==> config.mk <==
export PLATFORM = sky130hd
export DESIGN_NAME = alu_irq_handler_flat
export DESIGN_NICKNAME = d
export VERILOG_FILES = /design/src/rtl/alu_pkg.sv /design/src/rtl/alu_irq_handler_if.sv /design/src/rtl/alu_evt_fifo.sv /design/src/rtl/alu_irq_handler.sv /design/src/flat_wrapper.sv
export SDC_FILE = /design/constraint.sdc
export NUM_CORES = 1
export LEC_CHECK = 0
export BUFFER_PORTS_ARGS = -buffer_cell sky130_fd_sc_hd__buf_4
export CAP_MARGIN = 25
export CORE_ASPECT_RATIO = 0.75
export CORE_UTILIZATION = 50
export DETAILED_ROUTE_END_ITERATION = 6
export PLACE_DENSITY = 0.7
export SLEW_MARGIN = 20
export SYNTH_ARGS = -nofsm -noshare
export SYNTH_HDL_FRONTEND = slang
export SYNTH_SLANG_ARGS = --single-unit
==> constraint.sdc <==
create_clock -name clk -period 2.15 [get_ports clk]
set_input_delay 0.215 -clock clk [delete_from_list [all_inputs] [get_ports clk]]
set_output_delay 0.215 -clock clk [all_outputs]
set_load 0.02 [all_outputs]
==> src/rtl/alu_pkg.sv <==
`default_nettype none
// ============================================================================
//  Package     : alu_pkg
//  Description : Shared types for the ALU interrupt responder: handler FSM
//                states, interrupt source tags and the event record stored in
//                the event FIFO.
//  Revision    : 1.0  initial release
// ============================================================================
package alu_pkg;

  // ALU result byte
  typedef logic [7:0] data_t;

  // Interrupt handler FSM states
  typedef enum logic [1:0] {
    IDLE     = 2'd0,
    CLEAR    = 2'd1,
    WAIT_LOW = 2'd2
  } irq_hdl_state_t;

  // Which ALU enable path was active when the interrupt was taken
  typedef enum logic [1:0] {
    SRC_NONE = 2'b00,
    SRC_A    = 2'b01,
    SRC_B    = 2'b10,
    SRC_BOTH = 2'b11
  } irq_src_t;

  // One captured interrupt event
  typedef struct packed {
    data_t    data;
    irq_src_t src;
  } alu_evt_t;

  // The tag encoding is chosen so that bit 0 mirrors enable A and bit 1
  // mirrors enable B; the four cases collapse to a simple concatenation.
  function automatic irq_src_t src_tag(input logic en_a, input logic en_b);
    return irq_src_t'({en_b, en_a});
  endfunction

endpackage : alu_pkg
`default_nettype wire

==> src/rtl/alu_irq_handler_if.sv <==
`default_nettype none
// ============================================================================
//  Interface   : alu_irq_handler_if
//  Description : Event stream from the interrupt handler to its consumer.
//                valid/ready handshake, head-of-FIFO payload and occupancy.
//  Revision    : 1.0  initial release
//  Signals     : evt_valid  - FIFO not empty
//                evt_data   - captured ALU result at the FIFO head
//                evt_src    - source tag at the FIFO head
//                evt_level  - FIFO occupancy ($clog2(DEPTH)+1 bits)
//                evt_ready  - consumer pops on evt_valid && evt_ready
//  Modports    : master - the handler (drives the payload)
//                slave  - the consumer (drives evt_ready)
// ============================================================================
interface alu_irq_handler_if
  import alu_pkg::*;
#(
  parameter int DEPTH = 4
);

  logic                   evt_valid;
  data_t                  evt_data;
  irq_src_t               evt_src;
  logic [$clog2(DEPTH):0] evt_level;
  logic                   evt_ready;

  modport master (
    output evt_valid,
    output evt_data,
    output evt_src,
    output evt_level,
    input  evt_ready
  );

  modport slave (
    input  evt_valid,
    input  evt_data,
    input  evt_src,
    input  evt_level,
    output evt_ready
  );

endinterface : alu_irq_handler_if
`default_nettype wire

==> src/rtl/alu_evt_fifo.sv <==
`default_nettype none
// ============================================================================
//  Module      : alu_evt_fifo
//  Description : First-word fall-through FIFO of alu_evt_t records. The head
//                entry is presented combinationally from the storage array.
//                The caller must not push when full unless it also pops in
//                the same cycle; simultaneous push and pop leave the level
//                unchanged.
//  Revision    : 1.0  initial release
//  Parameters  : DEPTH    - number of entries, power of 2, >= 2
//  Ports       : clk      - clock, rising edge
//                rst_n    - asynchronous active-low reset
//                push     - write push_evt at the tail
//                push_evt - record to write
//                pop      - remove the head entry (ignored when empty)
//                head_evt - record at the head (undefined when empty)
//                full     - level == DEPTH
//                empty    - level == 0
//                level    - number of stored entries
// ============================================================================
module alu_evt_fifo
  import alu_pkg::*;
#(
  parameter int DEPTH = 4
) (
  input  logic                   clk,
  input  logic                   rst_n,
  input  logic                   push,
  input  alu_evt_t               push_evt,
  input  logic                   pop,
  output alu_evt_t               head_evt,
  output logic                   full,
  output logic                   empty,
  output logic [$clog2(DEPTH):0] level
);

  localparam int AW = $clog2(DEPTH);
  localparam logic [AW:0] C_FULL_LEVEL = (AW+1)'(DEPTH);

  alu_evt_t     r_mem [DEPTH];
  logic [AW-1:0] r_wr_ptr;
  logic [AW-1:0] r_rd_ptr;
  logic [AW:0]   r_level;
  logic          w_rd;

  assign w_rd     = pop && (r_level != '0);
  assign full     = (r_level == C_FULL_LEVEL);
  assign empty    = (r_level == '0);
  assign level    = r_level;
  assign head_evt = r_mem[r_rd_ptr];

  // Storage carries no reset; the head is only meaningful while not empty.
  always_ff @(posedge clk) begin
    if (push) begin
      r_mem[r_wr_ptr] <= push_evt;
    end
  end

  // Pointers wrap naturally because DEPTH is a power of two.
  always_ff @(posedge clk or negedge rst_n) begin
    if (!rst_n) begin
      r_wr_ptr <= '0;
      r_rd_ptr <= '0;
      r_level  <= '0;
    end else begin
      if (push) begin
        r_wr_ptr <= r_wr_ptr + 1'b1;
      end
      if (w_rd) begin
        r_rd_ptr <= r_rd_ptr + 1'b1;
      end
      case ({push, w_rd})
        2'b10:   r_level <= r_level + 1'b1;
        2'b01:   r_level <= r_level - 1'b1;
        default: r_level <= r_level;
      endcase
    end
  end

endmodule : alu_evt_fifo
`default_nettype wire

==> src/rtl/alu_irq_handler.sv <==
`default_nettype none
// ============================================================================
//  Module      : alu_irq_handler
//  Description : Interrupt responder for the ALU. On a sampled alu_irq in IDLE
//                it captures alu_out plus an enable-path source tag into an
//                event FIFO, pulses alu_irq_clr for CLR_CYCLES cycles, then
//                waits for alu_irq to drop before re-arming.
//  Revision    : 1.0  initial release
//  Parameters  : DEPTH      - event FIFO entries, power of 2, >= 2
//                CLR_CYCLES - alu_irq_clr pulse width, 1..15
//                TIMEOUT    - WAIT_LOW cycles with alu_irq high before a
//                             re-pulse, 2..255 (timeout build only)
//  Macro       : ALU_IRQ_TIMEOUT_EN - when defined, WAIT_LOW times out,
//                sets sts_err and re-enters CLEAR; when undefined WAIT_LOW
//                waits indefinitely and sts_err is tied low.
//  Ports       : clk          - clock, rising edge
//                alu_rst_n    - asynchronous active-low reset
//                alu_irq      - ALU interrupt, level
//                alu_out      - ALU result
//                alu_enable_a - path-A enable (source tagging)
//                alu_enable_b - path-B enable (source tagging)
//                alu_irq_clr  - interrupt clear pulse to the ALU
//                evt_cnt      - accepted events, saturating at 8'hFF
//                sts_ovf      - sticky: an event was dropped on a full FIFO
//                sts_err      - sticky: clear timeout
//                sts_clr      - synchronous clear of sts_ovf/sts_err/evt_cnt
//                evt          - event stream (master modport)
// ============================================================================
module alu_irq_handler
  import alu_pkg::*;
#(
  parameter int DEPTH      = 4,
  parameter int CLR_CYCLES = 2,
  parameter int TIMEOUT    = 16
) (
  input  logic                       clk,
  input  logic                       alu_rst_n,
  input  logic                       alu_irq,
  input  data_t                      alu_out,
  input  logic                       alu_enable_a,
  input  logic                       alu_enable_b,
  output logic                       alu_irq_clr,
  output logic [7:0]                 evt_cnt,
  output logic                       sts_ovf,
  output logic                       sts_err,
  input  logic                       sts_clr,
  alu_irq_handler_if.master          evt
);

  localparam logic [3:0] C_CLR_CYCLES = 4'(CLR_CYCLES);

  irq_hdl_state_t          r_state;
  logic [3:0]              r_clr_cnt;

  alu_evt_t                w_new_evt;
  alu_evt_t                w_head_evt;
  logic                    w_full;
  logic                    w_empty;
  logic [$clog2(DEPTH):0]  w_level;
  logic                    w_capture;
  logic                    w_pop;
  logic                    w_accept;
  logic                    w_drop;

  // --------------------------------------------------------------------------
  // Capture / push decision
  // --------------------------------------------------------------------------
  // Only the IDLE->CLEAR transition captures, so re-pulses never add events.
  assign w_capture = (r_state == IDLE) && alu_irq;
  assign w_pop     = !w_empty && evt.evt_ready;
  // A pop in the same cycle frees a slot, so a full FIFO still accepts.
  assign w_accept  = w_capture && (!w_full || w_pop);
  assign w_drop    = w_capture && w_full && !w_pop;

  assign w_new_evt = '{data: alu_out, src: src_tag(alu_enable_a, alu_enable_b)};

  alu_evt_fifo #(
    .DEPTH (DEPTH)
  ) u_evt_fifo (
    .clk      (clk),
    .rst_n    (alu_rst_n),
    .push     (w_accept),
    .push_evt (w_new_evt),
    .pop      (w_pop),
    .head_evt (w_head_evt),
    .full     (w_full),
    .empty    (w_empty),
    .level    (w_level)
  );

  // Payload is forced to zero while empty so the stream reads clean after
  // reset and between events.
  assign evt.evt_valid = !w_empty;
  assign evt.evt_data  = w_empty ? '0 : w_head_evt.data;
  assign evt.evt_src   = w_empty ? SRC_NONE : w_head_evt.src;
  assign evt.evt_level = w_level;

  // --------------------------------------------------------------------------
  // Event counter and overflow status
  // --------------------------------------------------------------------------
  // sts_clr wins over a same-cycle increment or overflow set.
  always_ff @(posedge clk or negedge alu_rst_n) begin
    if (!alu_rst_n) begin
      evt_cnt <= 8'h00;
      sts_ovf <= 1'b0;
    end else if (sts_clr) begin
      evt_cnt <= 8'h00;
      sts_ovf <= 1'b0;
    end else begin
      if (w_accept && (evt_cnt != 8'hFF)) begin
        evt_cnt <= evt_cnt + 8'd1;
      end
      if (w_drop) begin
        sts_ovf <= 1'b1;
      end
    end
  end

  // --------------------------------------------------------------------------
  // Handler FSM
  // --------------------------------------------------------------------------
`ifdef ALU_IRQ_TIMEOUT_EN
  localparam logic [7:0] C_TIMEOUT_LAST = 8'(TIMEOUT - 1);
  logic [7:0] r_to_cnt;
  logic       r_err;
  assign sts_err = r_err;
`else
  assign sts_err = 1'b0;
`endif

  // The clear pulse is registered one cycle after the capture edge: the
  // capture edge moves to CLEAR with alu_irq_clr still low, then CLEAR
  // raises it for CLR_CYCLES edges and drops it on the edge that enters
  // WAIT_LOW.
  always_ff @(posedge clk or negedge alu_rst_n) begin
    if (!alu_rst_n) begin
      r_state     <= IDLE;
      alu_irq_clr <= 1'b0;
      r_clr_cnt   <= 4'd0;
`ifdef ALU_IRQ_TIMEOUT_EN
      r_to_cnt    <= 8'd0;
      r_err       <= 1'b0;
`endif
    end else begin
      case (r_state)
        IDLE: begin
          alu_irq_clr <= 1'b0;
          if (alu_irq) begin
            r_state   <= CLEAR;
            r_clr_cnt <= 4'd0;
          end
        end

        CLEAR: begin
          if (r_clr_cnt < C_CLR_CYCLES) begin
            alu_irq_clr <= 1'b1;
            r_clr_cnt   <= r_clr_cnt + 4'd1;
          end else begin
            alu_irq_clr <= 1'b0;
            r_state     <= WAIT_LOW;
`ifdef ALU_IRQ_TIMEOUT_EN
            r_to_cnt    <= 8'd0;
`endif
          end
        end

        WAIT_LOW: begin
          alu_irq_clr <= 1'b0;
          if (!alu_irq) begin
            r_state <= IDLE;
          end
`ifdef ALU_IRQ_TIMEOUT_EN
          // The TIMEOUT-th high cycle re-pulses without a new capture.
          else if (r_to_cnt == C_TIMEOUT_LAST) begin
            r_err     <= 1'b1;
            r_state   <= CLEAR;
            r_clr_cnt <= 4'd0;
          end else begin
            r_to_cnt <= r_to_cnt + 8'd1;
          end
`endif
        end

        default: begin
          alu_irq_clr <= 1'b0;
          r_state     <= IDLE;
        end
      endcase

`ifdef ALU_IRQ_TIMEOUT_EN
      // Last assignment wins: sts_clr overrides a same-cycle timeout set.
      if (sts_clr) begin
        r_err <= 1'b0;
      end
`endif
    end
  end

endmodule : alu_irq_handler
`default_nettype wire

==> src/flat_wrapper.sv <==
// flat-port wrapper written by rule: the top's interface ports become plain ports
module alu_irq_handler_flat import alu_pkg::*;
#(
  parameter int DEPTH      = 4,
  parameter int CLR_CYCLES = 2,
  parameter int TIMEOUT    = 16
)
  (clk, alu_rst_n, alu_irq, alu_out, alu_enable_a, alu_enable_b, alu_irq_clr, evt_cnt, sts_ovf, sts_err, sts_clr, evt_evt_valid, evt_evt_data, evt_evt_src, evt_evt_level, evt_evt_ready);
  alu_irq_handler_if #(.DEPTH(DEPTH)) evt_i ();
  input  logic clk;
  input  logic alu_rst_n;
  input  logic alu_irq;
  input  data_t alu_out;
  input  logic alu_enable_a;
  input  logic alu_enable_b;
  output logic alu_irq_clr;
  output logic [7:0] evt_cnt;
  output logic sts_ovf;
  output logic sts_err;
  input  logic sts_clr;
  output wire logic [$bits(evt_i.evt_valid)-1:0] evt_evt_valid;
  output wire logic [$bits(evt_i.evt_data)-1:0] evt_evt_data;
  output wire logic [$bits(evt_i.evt_src)-1:0] evt_evt_src;
  output wire logic [$bits(evt_i.evt_level)-1:0] evt_evt_level;
  input wire logic [$bits(evt_i.evt_ready)-1:0] evt_evt_ready;
  assign evt_evt_valid = evt_i.evt_valid;
  assign evt_evt_data = evt_i.evt_data;
  assign evt_evt_src = evt_i.evt_src;
  assign evt_evt_level = evt_i.evt_level;
  assign evt_i.evt_ready = evt_evt_ready;
  alu_irq_handler #(.DEPTH(DEPTH), .CLR_CYCLES(CLR_CYCLES), .TIMEOUT(TIMEOUT)) u_core (.clk(clk), .alu_rst_n(alu_rst_n), .alu_irq(alu_irq), .alu_out(alu_out), .alu_enable_a(alu_enable_a), .alu_enable_b(alu_enable_b), .alu_irq_clr(alu_irq_clr), .evt_cnt(evt_cnt), .sts_ovf(sts_ovf), .sts_err(sts_err), .sts_clr(sts_clr), .evt(evt_i));
endmodule
==> impl_results.md <==
* Core area at 5010 sq um
* Routability congestion estimate at 0.9209
* Antenna violations before repair at 0
* Clock power frac at 21.9%
* Layout area overhead at 22.63%
* IO Pins at 40
* Final Max Slew Viols at 0
* Power, Total at 4.321 mW
* Wire per inst at 15.59 um
* Mapped Area at 2676 sq um
* Seq pwr share at 39.3%
* DR vias at 1,593
* DRT antenna net count at 0
* Filler cells at 378
* Fin crit share at 98.72%
* TritonCTS clock tree: built
* # nets final at 247
* Endpoints failing setup at 0
* 1st-pass router iterations at 4
* CP max FO at 2
* Area of the multi-input gates at 837.1 sq um
* Top cell type's share of synthesized area at 44.88%
* Post-Layout Inst Area at 3282 sq um
* Most common cell in the netlist: edfxtp_1
* Synth Area per Inst at 15.47 sq um
* Type of the tightest min-delay check: input port to register
* Synth warn at 0
* Synth Register Bits at 63
* Slew @ Worst Pin at 0.5024 ns
* Clk root buf: clkbuf_8
* H-tree levels at 3
* Placed Area at 3067 sq um
* Leak Pwr at 1.325 nW
* Top post-synthesis cells by count: 40 x edfxtp_1, 23 x dfrtp_1, 11 x and2_1
* Initial Util at 53.42%
* Max Cap Viol at 0
* Min Tclk post-route at 2.122 ns
* Final Skew at 0.004470 ns
* Die Area at 5652 sq um
* Layout Cells excl Fill at 301
* Vias in the first global route at 1,642
* Pin count of the biggest net entering global routing at 24
* Die width at 86.48 um
* Via-per-instance ratio at 5.292
* DRC at 0
* Max frequency at 0.4712 GHz
* Number of DRC markers in iteration 0 at 64
* Crit path DAT at 2.38 ns
* Startpoint Class: register
* Die span in y at 65.36 um
* Largest area contributor in the netlist: edfxtp_1
* Primary FF master, synth: edfxtp_1
* Crit end category: register
* Clock Pin Slew Worst Setup and Hold Paths at 0.06 ns
* Worst EP required at 2.41 ns
* Reg area at 1779 sq um
* Post-synth ARST share at 36.51%
* CP Class: register to register
* Pwr Density at 1316 nW/um^2
* Max Buffers Root-to-Sink at 2
* Distinct cells, synth at 38
* Combinational share of power at 38.7%
* Switching Fraction at 32.85%
* Clk_lat worst skew at 0.33 ns
* CTS buffer count at 9
* # diodes at 0
* Share of cells above drive strength 1 at 37.99%
* Dpl ws at -0.03843 ns
* Rows at 22
* VDD IR max at 0.0008312 V
* EDFF count, synth at 40
* Synth area leaders: edfxtp_1 45%, dfrtp_1 22%, mux4_2 8.4%
* Post-Syn Nets at 196
* Placed cell count at 281
* RSZ-0062 raised after global routing: yes
* Sw power at 1.419 mW
* Final worst setup slack at 0.02756 ns
* CTS Sinks at 63
* Status: completed
* Remaining Overflow, GRT at 0
* Register area share after synthesis at 66.39%
* Int Power at 2.901 mW
* Rel. slew slack at 66.41%
* Post-DP HPWL at 3181 um
* I/O Buffers at 38
* Final hold vios at 0
* All-Layer GR Usage at 19.29%
* Final wirelength at 4694 um
* Synth Instances at 173
* Global-route wire length before repair at 7693 um
## placed cells by master (no fill, tap or decap), types with 2 or more instances in the layout
master    netlist  final
inv_1           9      8
clkinv_2        0      3
nand3_1         4      4
mux2i_1         2      2
buf_4           2     46
nor2_1          6      6
dfrtp_2         0      2
xnor2_1         3      3
mux4_2         10     10
or3_2           2      2
or3_1           2      2
or4_1           3      3
clkbuf_8        0      9
xor2_1          4      4
dfrtp_1        23     21
nand2_1         5      5
a21oi_1         8      8
clkbuf_1        2      2
ha_1            7      6
and2_1         11     10
and3_2          4      4
o31ai_1         3      3
and2_4          1      2
edfxtp_1       40     40
o21ai_0         6      6
## state kept, by name (all words and copies together) (netlist names)
signal	count
u_core.r_state	2
u_core.u_evt_fifo.r_mem	40
u_core.u_evt_fifo.level	3
u_core.sts_ovf	1
u_core.u_evt_fifo.r_rd_ptr	2
u_core.r_clr_cnt	4
u_core.alu_irq_clr	1
u_core.u_evt_fifo.r_wr_ptr	2
u_core.evt_cnt	8
## per-stage QoR
stage | hold WS, ns | utilization [%] | setup TNS [ns]
after floorplan | -0.08059 | - | -0.06434
after global placement | 0.1177 | 61.21 | 0
after detailed placement | 0.1274 | 61.21 | -0.03843
after CTS | 0.06319 | 65.51 | 0
after global routing | 0.06252 | 65.51 | -0.06234
final | 0.07904 | 65.51 | 0
## what timing repair did
action                                  CTS  global route
endpoints found under the setup margin    1             1
endpoints found under the hold margin    23             0
gates cloned                              0             0
hold buffers                              1             0
setup buffers                             3             0
resized for setup                         1             1
pin swaps                                 2             0
## layer usage
layer / part of all wire (%) / global-route usage [%]
met5: 0 / 0
met4: 1.8 / 8.958
met3: 4.8 / 6.784
met2: 48 / 29.66
met1: 45 / 24.83
## kinds of logic after synthesis
| group | synth area share (%) |
|---|---|
| xor gates and xnor gates | 2.291 |
| adders and majority gates | 4.020 |
| buffers and inverters | 2.991 |
| DFF | 66.39 |
| muxes | 9.584 |
| and+or+nand+nor | 10.66 |
| AOI/OAI and AO/OA | 3.927 |
| other | 0.1401 |
## critical path, cell delays in order (launching register included)
cell,delay [ns]
dfrtp_2,0.40
or4b_4,0.51
and2_4,0.16
inv_4,0.06
ha_4,0.14
inv_2,0.04
fa_2,0.32
xor2_1,0.14
nor2_1,0.12
xor2_1,0.15
## layout make-up
class,count,area share [%]
flip-flops and latches,63,54.21
multi-input cells,93,25.51
repair buffers,47,10.83
clock buffers,11,4.003
well taps,72,2.745
clock inverters,5,1.487
inverters,10,1.220
## power groups by stage
stage / sequential, mW / combinational, mW / clock [mW]
4_1_cts: 1.70 / 1.70 / 0.972
5_1_grt: 1.72 / 1.84 / 1.02
6_report: 1.70 / 1.67 / 0.947
2_1_floorplan: 1.73 / 1.08 / 0
3_5_place_dp: 1.72 / 1.66 / 0
3_3_place_gp: 1.71 / 1.62 / 0
## worst paths after layout
path	cells past startpoint	end	start	slack [ns]
hold reg to reg	1	u_core.u_evt_fifo.level[2]$_DFFE_PN0P_	u_core.u_evt_fifo.level[2]$_DFFE_PN0P_	0.50
setup / recovery	9	u_core.u_evt_fifo.level[2]$_DFFE_PN0P_	u_core.u_evt_fifo.level[0]$_DFFE_PN0P_	0.03
min in group asynchronous	2	u_core.alu_irq_clr$_DFF_PN0_	alu_rst_n	0.32
max in group asynchronous	2	u_core.u_evt_fifo.level[0]$_DFFE_PN0P_	alu_rst_n	1.59
setup reg to reg	9	u_core.u_evt_fifo.level[2]$_DFFE_PN0P_	u_core.u_evt_fifo.level[0]$_DFFE_PN0P_	0.03
hold / removal	1	u_core.u_evt_fifo.r_mem[1][0]$_DFFE_PP_	alu_enable_a	0.08
No activity file was read; power rests on OpenSTA's default activity.
